<file path="src/rtl/usb_rx_pkg.sv">
// Shared types and constants for the USB receive controller: FSM states,
// PID codes, rx_packet encoding and the SYNC byte.
package usb_rx_pkg;

    typedef enum logic [3:0] {
        IDLE,
        WAIT_SYNC,
        WAIT_PID,
        RCV_TOKEN,
        RCV_DATA,
        STORE,
        EOP_WAIT,
        DONE,
        ERR,
        ERR_WAIT
    } state_t;

    typedef enum logic [1:0] {
        PID_TOKEN,
        PID_DATA,
        PID_HANDSHAKE,
        PID_NONE
    } pid_class_t;

    localparam logic [3:0] PID_OUT   = 4'b0001;
    localparam logic [3:0] PID_IN    = 4'b1001;
    localparam logic [3:0] PID_DATA0 = 4'b0011;
    localparam logic [3:0] PID_DATA1 = 4'b1011;
    localparam logic [3:0] PID_ACK   = 4'b0010;
    localparam logic [3:0] PID_NAK   = 4'b1010;
    localparam logic [3:0] PID_STALL = 4'b1110;

    localparam logic [2:0] RX_NONE  = 3'd0;
    localparam logic [2:0] RX_OUT   = 3'd1;
    localparam logic [2:0] RX_IN    = 3'd2;
    localparam logic [2:0] RX_DATA0 = 3'd3;
    localparam logic [2:0] RX_DATA1 = 3'd4;
    localparam logic [2:0] RX_ACK   = 3'd5;
    localparam logic [2:0] RX_NAK   = 3'd6;
    localparam logic [2:0] RX_STALL = 3'd7;

    localparam logic [7:0] SYNC_BYTE = 8'h80;

    // Byte counter increment that sticks at the top value instead of wrapping.
    function automatic logic [6:0] sat_inc(input logic [6:0] v);
        return (v == 7'h7F) ? v : v + 7'd1;
    endfunction

endpackage

</file>
<file path="src/rtl/usb_pid_decode.sv">
// Combinational PID check: validates the complement nibble and maps the
// PID to its packet class and rx_packet code.
module usb_pid_decode
    import usb_rx_pkg::*;
(
    input  logic [7:0] rcv_data,
    output logic       valid,
    output pid_class_t pid_class,
    output logic [2:0] rx_packet
);

    always_comb begin
        pid_class = PID_NONE;
        rx_packet = RX_NONE;
        case (rcv_data[3:0])
            PID_OUT:   begin pid_class = PID_TOKEN;     rx_packet = RX_OUT;   end
            PID_IN:    begin pid_class = PID_TOKEN;     rx_packet = RX_IN;    end
            PID_DATA0: begin pid_class = PID_DATA;      rx_packet = RX_DATA0; end
            PID_DATA1: begin pid_class = PID_DATA;      rx_packet = RX_DATA1; end
            PID_ACK:   begin pid_class = PID_HANDSHAKE; rx_packet = RX_ACK;   end
            PID_NAK:   begin pid_class = PID_HANDSHAKE; rx_packet = RX_NAK;   end
            PID_STALL: begin pid_class = PID_HANDSHAKE; rx_packet = RX_STALL; end
            default:   ;
        endcase
        valid = (rcv_data[7:4] == ~rcv_data[3:0]) && (pid_class != PID_NONE);
    end

endmodule

</file>
<file path="src/rtl/usb_rx_controller.sv">
// USB receive packet controller: tracks SYNC/PID/payload/EOP sequencing,
// strobes payload bytes into the RX FIFO and flags protocol errors.
module usb_rx_controller
    import usb_rx_pkg::*;
#(
    parameter int MAX_PAYLOAD = 64
) (
    input  logic       clk,
    input  logic       n_rst,
    input  logic       d_edge,
    input  logic       eop,
    input  logic       shift_enable,
    input  logic       byte_received,
    input  logic [7:0] rcv_data,
    input  logic [6:0] buffer_occupancy,
    output logic       rcving,
    output logic       w_enable,
    output logic       flush,
    output logic       r_error,
    output logic [2:0] rx_packet,
    output logic       rx_data_ready
);

    state_t     state_reg, state_next;
    logic [6:0] count_reg, count_next;
    logic [6:0] count_eff;
    logic       eop_pend_reg, eop_pend_next;
    logic       eop_seen_reg, eop_seen_next;
    logic       r_error_reg, r_error_next;
    logic [2:0] rx_packet_reg, rx_packet_next;
    logic       flush_reg, flush_next;
    logic       ready_reg, ready_next;
    logic       eop_now;

    logic       pid_valid;
    pid_class_t pid_class;
    logic [2:0] pid_packet;

    // Framing is driven purely by byte_received/eop; the bit strobe is not needed here.
    logic       unused_ok;
    assign unused_ok = shift_enable;

    usb_pid_decode u_pid_decode (
        .rcv_data  (rcv_data),
        .valid     (pid_valid),
        .pid_class (pid_class),
        .rx_packet (pid_packet)
    );

    always_ff @(posedge clk or negedge n_rst) begin
        if (!n_rst) begin
            state_reg     <= IDLE;
            count_reg     <= '0;
            eop_pend_reg  <= 1'b0;
            eop_seen_reg  <= 1'b0;
            r_error_reg   <= 1'b0;
            rx_packet_reg <= RX_NONE;
            flush_reg     <= 1'b0;
            ready_reg     <= 1'b0;
        end else begin
            state_reg     <= state_next;
            count_reg     <= count_next;
            eop_pend_reg  <= eop_pend_next;
            eop_seen_reg  <= eop_seen_next;
            r_error_reg   <= r_error_next;
            rx_packet_reg <= rx_packet_next;
            flush_reg     <= flush_next;
            ready_reg     <= ready_next;
        end
    end

    always_comb begin
        state_next     = state_reg;
        count_next     = count_reg;
        eop_pend_next  = eop_pend_reg;
        eop_seen_next  = eop_seen_reg;
        r_error_next   = r_error_reg;
        rx_packet_next = rx_packet_reg;
        flush_next     = 1'b0;
        ready_next     = 1'b0;
        count_eff      = byte_received ? sat_inc(count_reg) : count_reg;

        case (state_reg)
            IDLE: begin
                if (d_edge) begin
                    state_next    = WAIT_SYNC;
                    r_error_next  = 1'b0;
                    count_next    = '0;
                    eop_pend_next = 1'b0;
                    eop_seen_next = 1'b0;
                end
            end
            WAIT_SYNC: begin
                if (byte_received && rcv_data == SYNC_BYTE && !eop)
                    state_next = WAIT_PID;
                else if (byte_received || eop)
                    state_next = ERR;
            end
            WAIT_PID: begin
                if (byte_received) begin
                    if (!pid_valid) begin
                        state_next = ERR;
                    end else begin
                        rx_packet_next = pid_packet;
                        count_next     = '0;
                        case (pid_class)
                            PID_TOKEN:     state_next = RCV_TOKEN;
                            PID_DATA:      state_next = RCV_DATA;
                            default:       state_next = EOP_WAIT;
                        endcase
                        // A same-cycle eop only completes a handshake.
                        if (eop)
                            state_next = (pid_class == PID_HANDSHAKE) ? DONE : ERR;
                        flush_next = (pid_class == PID_DATA) && !eop;
                    end
                end else if (eop) begin
                    state_next = ERR;
                end
            end
            RCV_TOKEN: begin
                count_next = count_eff;
                if (byte_received && count_eff > 7'd2)
                    state_next = ERR;
                else if (eop)
                    state_next = (count_eff == 7'd2) ? DONE : ERR;
            end
            RCV_DATA: begin
                if (byte_received) begin
                    if (buffer_occupancy >= 7'(MAX_PAYLOAD)) begin
                        state_next = ERR;
                    end else begin
                        state_next    = STORE;
                        eop_pend_next = eop;
                    end
                end else if (eop) begin
                    if (count_reg >= 7'd2) begin
                        state_next = DONE;
                        ready_next = 1'b1;
                    end else begin
                        state_next = ERR;
                    end
                end
            end
            STORE: begin
                count_next    = sat_inc(count_reg);
                eop_pend_next = 1'b0;
                // An eop that came with this byte is judged after the byte counts.
                if (eop_pend_reg || eop) begin
                    if (count_next >= 7'd2) begin
                        state_next = DONE;
                        ready_next = 1'b1;
                    end else begin
                        state_next = ERR;
                    end
                end else begin
                    state_next = RCV_DATA;
                end
            end
            EOP_WAIT: begin
                if (byte_received)
                    state_next = ERR;
                else if (eop)
                    state_next = DONE;
            end
            DONE: begin
                if (d_edge)
                    state_next = IDLE;
            end
            ERR: begin
                state_next = ERR_WAIT;
            end
            ERR_WAIT: begin
                if (eop_seen_reg && d_edge)
                    state_next = IDLE;
            end
            default: state_next = IDLE;
        endcase

        eop_now = eop || (state_reg == STORE && eop_pend_reg);
        if (state_next == ERR) begin
            r_error_next   = 1'b1;
            rx_packet_next = RX_NONE;
        end
        if (eop_now && (state_next == ERR || state_reg == ERR || state_reg == ERR_WAIT))
            eop_seen_next = 1'b1;
    end

    assign rcving        = (state_reg != IDLE) && (state_reg != DONE);
    assign w_enable      = (state_reg == STORE);
    assign flush         = flush_reg;
    assign r_error       = r_error_reg;
    assign rx_packet     = rx_packet_reg;
    assign rx_data_ready = ready_reg;

endmodule

</file>
<file path="config.mk">
export PLATFORM = sky130hd
export DESIGN_NAME = usb_rx_controller
export DESIGN_NICKNAME = d
export VERILOG_FILES = /design/src/rtl/usb_rx_pkg.sv /design/src/rtl/usb_pid_decode.sv /design/src/rtl/usb_rx_controller.sv
export SDC_FILE = /design/constraint.sdc
export NUM_CORES = 1
export LEC_CHECK = 0
export CORE_UTILIZATION = 54
export CTS_CLUSTER_DIAMETER = 100
export CTS_CLUSTER_SIZE = 25
export DETAILED_ROUTE_END_ITERATION = 12
export PLACE_DENSITY_LB_ADDON = 0.2
export SLEW_MARGIN = 20
export SYNTH_ARGS = -nofsm -noshare
export SYNTH_HDL_FRONTEND = slang
export SYNTH_SLANG_ARGS = --single-unit
</file>
<file path="constraint.sdc">
create_clock -name clk -period 4.6 [get_ports clk]
set_input_delay 1.15 -clock clk [delete_from_list [all_inputs] [get_ports clk]]
set_output_delay 1.15 -clock clk [all_outputs]
set_load 0.05 [all_outputs]
</file>
# Yosys cells after proc, flatten, opt, wreduce, memory -nomap -nowiden
# Cells that the tools add are included.
[totals] inputBits=21 register_bits=19 word_cells=130
[classes] n_reduce_logical=35 add_sub_neg=1 bitwise_logic=1 muxes=51 n_lt_le_gt_ge=4 eq_ne=30
[ops] cell="$mux 4" count=21
[ops] cell="$pmux 4 s10" count=1
[ops] cell="$mux 7" count=5
[ops] cell="$eq 4x4->1 const B" count=7
[ops] cell="$pmux 7 s4" count=1
[ops] cell="$pmux 3 s7" count=1
[ops] cell="$eq 4x2->1 const B" count=4
[ops] cell="$eq 4x3->1 const B" count=4
[ops] cell="$ge 7x2->1 const B" count=2
[ops] cell="$mux 1" count=14
[ops] cell="$reduce_bool 2->1" count=7
[ops] cell="$mux 3" count=4
[ops] cell="$ne 2x2->1 const B" count=6
[ops] cell="$logic_and 1x1->1" count=9
[ops] cell="$eq 4x1->1 const B" count=2
[ops] cell="$eq 8x8->1 const B" count=1
[ops] cell="$reduce_and 4->1" count=2
[ops] cell="$reduce_bool 4->1" count=2
[ops] cell="$add 7x1->7 const B" count=1
[ops] cell="$eq 7x2->1 const B" count=1
[ops] cell="$eq 7x7->1 const B" count=1
[ops] cell="$ge 7x7->1 const B" count=1
[ops] cell="$gt 7x2->1 const B" count=1
[ops] cell="$pmux 2 s3" count=1
[ops] cell="other kinds (17)" count=23

# Depth between registers and ports, before layout
[logic_depth] word_depth=15 depth_mapped=9 ltp_nobuf=9

# Modules after synthesis
# A second synthesis with hierarchy kept.
[unflattened] cells_unflattened=239 hier_area_um2=1895.6
[by_module_without_submodules] module="usb_rx_controller" cells_per_inst=221 n_inst=1 area_per_inst_um2=1776.7
[by_module_without_submodules] module="usb_pid_decode" cells_per_inst=18 n_inst=1 area_per_inst_um2=118.9

# Worst setup path after synthesis
# No wires, ideal clock.
[synth_timing] path_kind="reg-to-output" startpoint="register state_reg[1]" endpoint="output port rcving" arrival_ps=1855 n_path_buf=1 path_stages_with_launch=4 slack_ps=1595 path_cell_list="dfrtp_1 -> buf_2 -> and3_1 -> o21ai_0"
[synth_via] elab_chain_cells=2
[synth_rtl] element="start, declared" line_no="usb_rx_controller.sv:24" source="state_t state_reg, state_next;"
[synth_rtl] element="start signal, assigned" line_no="usb_rx_controller.sv:61" source="state_reg <= state_next;"
[synth_rtl] element="$ne 4x3->1 / $reduce_bool 4->1 (equally long branches)" line_no="usb_rx_controller.sv:188" source="assign rcving = (state_reg != IDLE) && (state_reg != DONE);"
[synth_rtl] element="$logic_and 1x1->1 (*)" line_no="usb_rx_controller.sv:188"
[synth_rtl] element="end, declared" line_no="usb_rx_controller.sv:16" source="output logic rcving,"
# Every way passes the cells marked *; elsewhere a longest branch is shown, timed or not.

# Worst setup path in the final report
[layout_timing] startpoint="register state_reg[1]" endpoint="output port w_enable"
[layout_via] elab_chain_cells=1
[layout_rtl] element="$eq 4x3->1" line_no="usb_rx_controller.sv:189" source="assign w_enable = (state_reg == STORE);"
[layout_rtl] element="end, declared" line_no="usb_rx_controller.sv:17" source="output logic w_enable,"
# No other way between the ends.

==> metrics.md <==
| Metric | Value |
|---|---|
| Outcome | `finished clean` |
| Critical Path Start | `state_reg[1]$_DFF_PN0_` |
| I/O Pins | `29` |
| Largest net degree at the start of global routing | `20` |
| Setup TNS | `0 ps` |
| Vias in the first global route | `1549` |
| Slew Viols, Final | `0` |
| Antenna viol nets, final | `0` |
| Post-synthesis compound-gate area fraction | `0.296` |
| Critical path launch point type | `register` |
| Clock slew at reported path FFs | `120 ps` |
| Via count | `1796` |
| Least-Margin Pin Slew | `847 ps` |
| Mapped Cells | `223` |
| DRT Pass-1 Iters | `5` |
| CTS root buf | `clkbuf_4` |
| Antenna Cells | `0` |
| Starting Density | `0.582` |
| Drc violations | `0` |
| Finish-stage setup viols | `0` |
| Final WS setup | `1070 ps` |
| Leakage | `0.781 nW` |
| HP Start | `r_error$_DFFE_PN0P_` |
| Adder-cell share of the synthesized area | `0.0138` |
| Period utilisation layout | `0.767` |
| Initial antenna violation count | `0` |
| Max-slew headroom | `0.434` |
| Worst VDD drop | `0.000197 V` |
| CTS Buffer Depth | `2` |
| Sequential share of power | `0.398` |
| Flops & latches, synth | `19` |
| Critical Path AT | `2380 ps` |
| Post-CTS setup buffers | `0` |
| Layout cells sized above 1 | `0.123` |
| Net Sw Frac | `0.447` |
| Clk sinks | `19` |
| Via density | `6.41` |
| Total chip power | `582 µW` |
| RePlAce Congestion | `0.957` |
| Die height | `60.0 µm` |
| Detailed Route Iter0 Violations | `170` |
| WS Path Type | `reg -> out` |
| Total gr overflow | `0` |
| Post-Place Worst Slack | `1140 ps` |
| CTS H-Tree Depth | `1` |
| Max-Cap Viols | `0` |
| Power Density | `286 mW/mm²` |
| Period minus WS final | `3530 ps` |
| GR peak layer | `met1` |
| Synth async-reset ratio | `1.00` |
| Port Buf Inserts | `21` |
| Met2 Usage GRT | `0.376` |
| Netlist Area Pre-Place | `0.00182 mm²` |
| P_int | `322 µW` |
| Largest family of logic cells by synthesized area | `simple AND/OR/NAND/NOR gates` |
| Fmax | `284 MHz` |
| Final WL | `4.43 mm` |
| Avg Cell Area, Syn | `8.16 µm²` |
| Total GRT Usage | `0.278` |
| RSZ-0062 raised after global routing | `false` |
| Finished Core Util | `0.651` |
| Post-synthesis sequential area ratio | `0.261` |
| Yosys warnings | `0` |
| Crit Reg-Reg Startpoint | `count_reg[1]$_DFFE_PN0P_` |
| Synthesized Nets | `246` |
| Die ar. | `0.00360 mm²` |
| Min Hold Slack | `529 ps` |
| CTS Buf Count | `3` |
| Number of flip-flops under the largest register name | `7` |
| CTS tree | `yes` |
| CP Capture Type | `output pin` |
| Comb pwr share | `0.442` |
| Ys flop type | `dfrtp_1` |
| P_sw | `260 µW` |
| Num rows | `20` |
| GRT met1 Usage | `0.437` |
| Worst min path class | `reg -> reg` |
| Post-synth EDFFs | `0` |
| Clock skew | `2.59 ps` |
| Synth unique cells | `67` |
| Worst-Skew Late Latency | `310 ps` |
| First-pass GRT wire length | `7.35 mm` |
| Final Hold Viols | `0` |
| Fill count | `276` |
| Clk pwr share | `0.160` |
| Die width | `60.0 µm` |
| Post-CTS Hold Buffers | `0` |
| Post-synthesis mux area share | `0` |
| Worst path required time | `3450 ps` |
| XOR/XNOR share of the synthesized area | `0.0241` |
| Simple-gate share of the synthesized area | `0.338` |
| Area Overhead vs Synth | `11.9%` |
| Post_cts resized | `0` |
| Core outline area | `0.00313 mm²` |
| Global Route met3 Usage | `0.0519` |
| Hpwl dp | `3.32 mm` |
| Wire per inst | `15.8 µm` |
| Net count, final | `260` |
| Worst Path Max Fanout | `18` |
per-stage QoR:
step	area (µm²)	cells
final	2040	280
after global routing	2040	280
after floorplan	1820	223
after CTS	2040	280
after global placement	2010	276
after detailed placement	2010	276
layer usage:
layer  vias to the layer above  wire length, µm
met2                        96             1850
met3                         9              420
li1                        867                -
met1                       824             2100
met5                         -                0
met4                         0               57
area by class of cell:
| cell class | instances | area (µm²) | share of cell area |
|---|---|---|---|
| Clock buffer | 3 | 22.5 | 0.0111 |
| Inverter | 7 | 26.3 | 0.0129 |
| Multi-Input combinational cell | 183 | 1220 | 0.601 |
| Tap cell | 44 | 55.1 | 0.0270 |
| Clock inverter | 1 | 7.51 | 0.00369 |
| Sequential cell | 19 | 475 | 0.234 |
| Timing Repair Buffer | 23 | 225 | 0.111 |
synth_stat cells (3+ instances only):
library cell   n  area, µm²
nor2_1        19       71.3
nor2b_1       12       75.1
buf_6          4       45.0
nand2b_1       4       25.0
and2_1         3       18.8
a41oi_1        4       35.0
nand2_1       21       78.8
nand3_1        6       30.0
dfrtp_1       19        475
a21oi_1       16       80.1
buf_2          6       30.0
xnor2_1        3       26.3
and3_1         4       25.0
nand3b_1       4       30.0
nor3_1         5       25.0
o21ai_0       17       85.1
clkbuf_1       3       11.3
nand4_1        3       18.8
inv_1          5       18.8
a31oi_1        6       37.5
logic make-up (layout without fill, tap and decap cells):
logic type | Yosys count | count (layout)
AO/OA/AOI/OAI | 74 | 74
XOR/XNOR | 5 | 5
adder cells (fa/ha/maj) | 2 | 2
buffers and inverters | 21 | 34
flip-flops | 19 | 19
AND/OR/NAND/NOR | 102 | 102
path summary, 6_finish.rpt:
| path | end | slack [ps] | cells after the start |
|---|---|---|---|
| max reg2reg | rx_packet[1]$_DFFE_PN0P_ | 2150 | 7 |
| max in group asynchronous | count_reg[1]$_DFFE_PN0P_ | 2780 | 1 |
| min in group asynchronous | eop_pend_reg$_DFFE_PN0P_ | 1300 | 1 |
| max | w_enable | 1070 | 2 |
| min | r_error$_DFFE_PN0P_ | 530 | 2 |
| min reg2reg | r_error$_DFFE_PN0P_ | 530 | 2 |
critical path: stages (launching register included):
cell and delay, ps:
dfrtp_1 590, and4bb_1 590, clkdlybuf4s50_1 870
power by group through the flow:
stage	clock network [mW]	registers [mW]	logic (mW)
floorplan	0	0.217	0.201
global placement	0	0.235	0.252
detailed placement	0	0.234	0.255
CTS	0.0940	0.231	0.256
global route	0.102	0.237	0.285
finish	0.0930	0.232	0.257
cells in the final DEF (no fill, tap or decap), types with 4 or more instances in the layout:
cell type / synthesis / final
and3_1: 4 / 4
o21ai_0: 17 / 17
nand3_1: 6 / 6
a21oi_1: 16 / 16
nand3b_1: 4 / 4
nor2_1: 19 / 19
inv_1: 5 / 5
nand2_1: 21 / 21
nor2b_1: 12 / 12
clkdlybuf4s50_1: 0 / 21
dfrtp_1: 19 / 19
a31oi_1: 6 / 6
nor3_1: 5 / 5
a41oi_1: 4 / 4
nand2b_1: 4 / 4
Note: power is estimated with default switching activity, not from simulation.
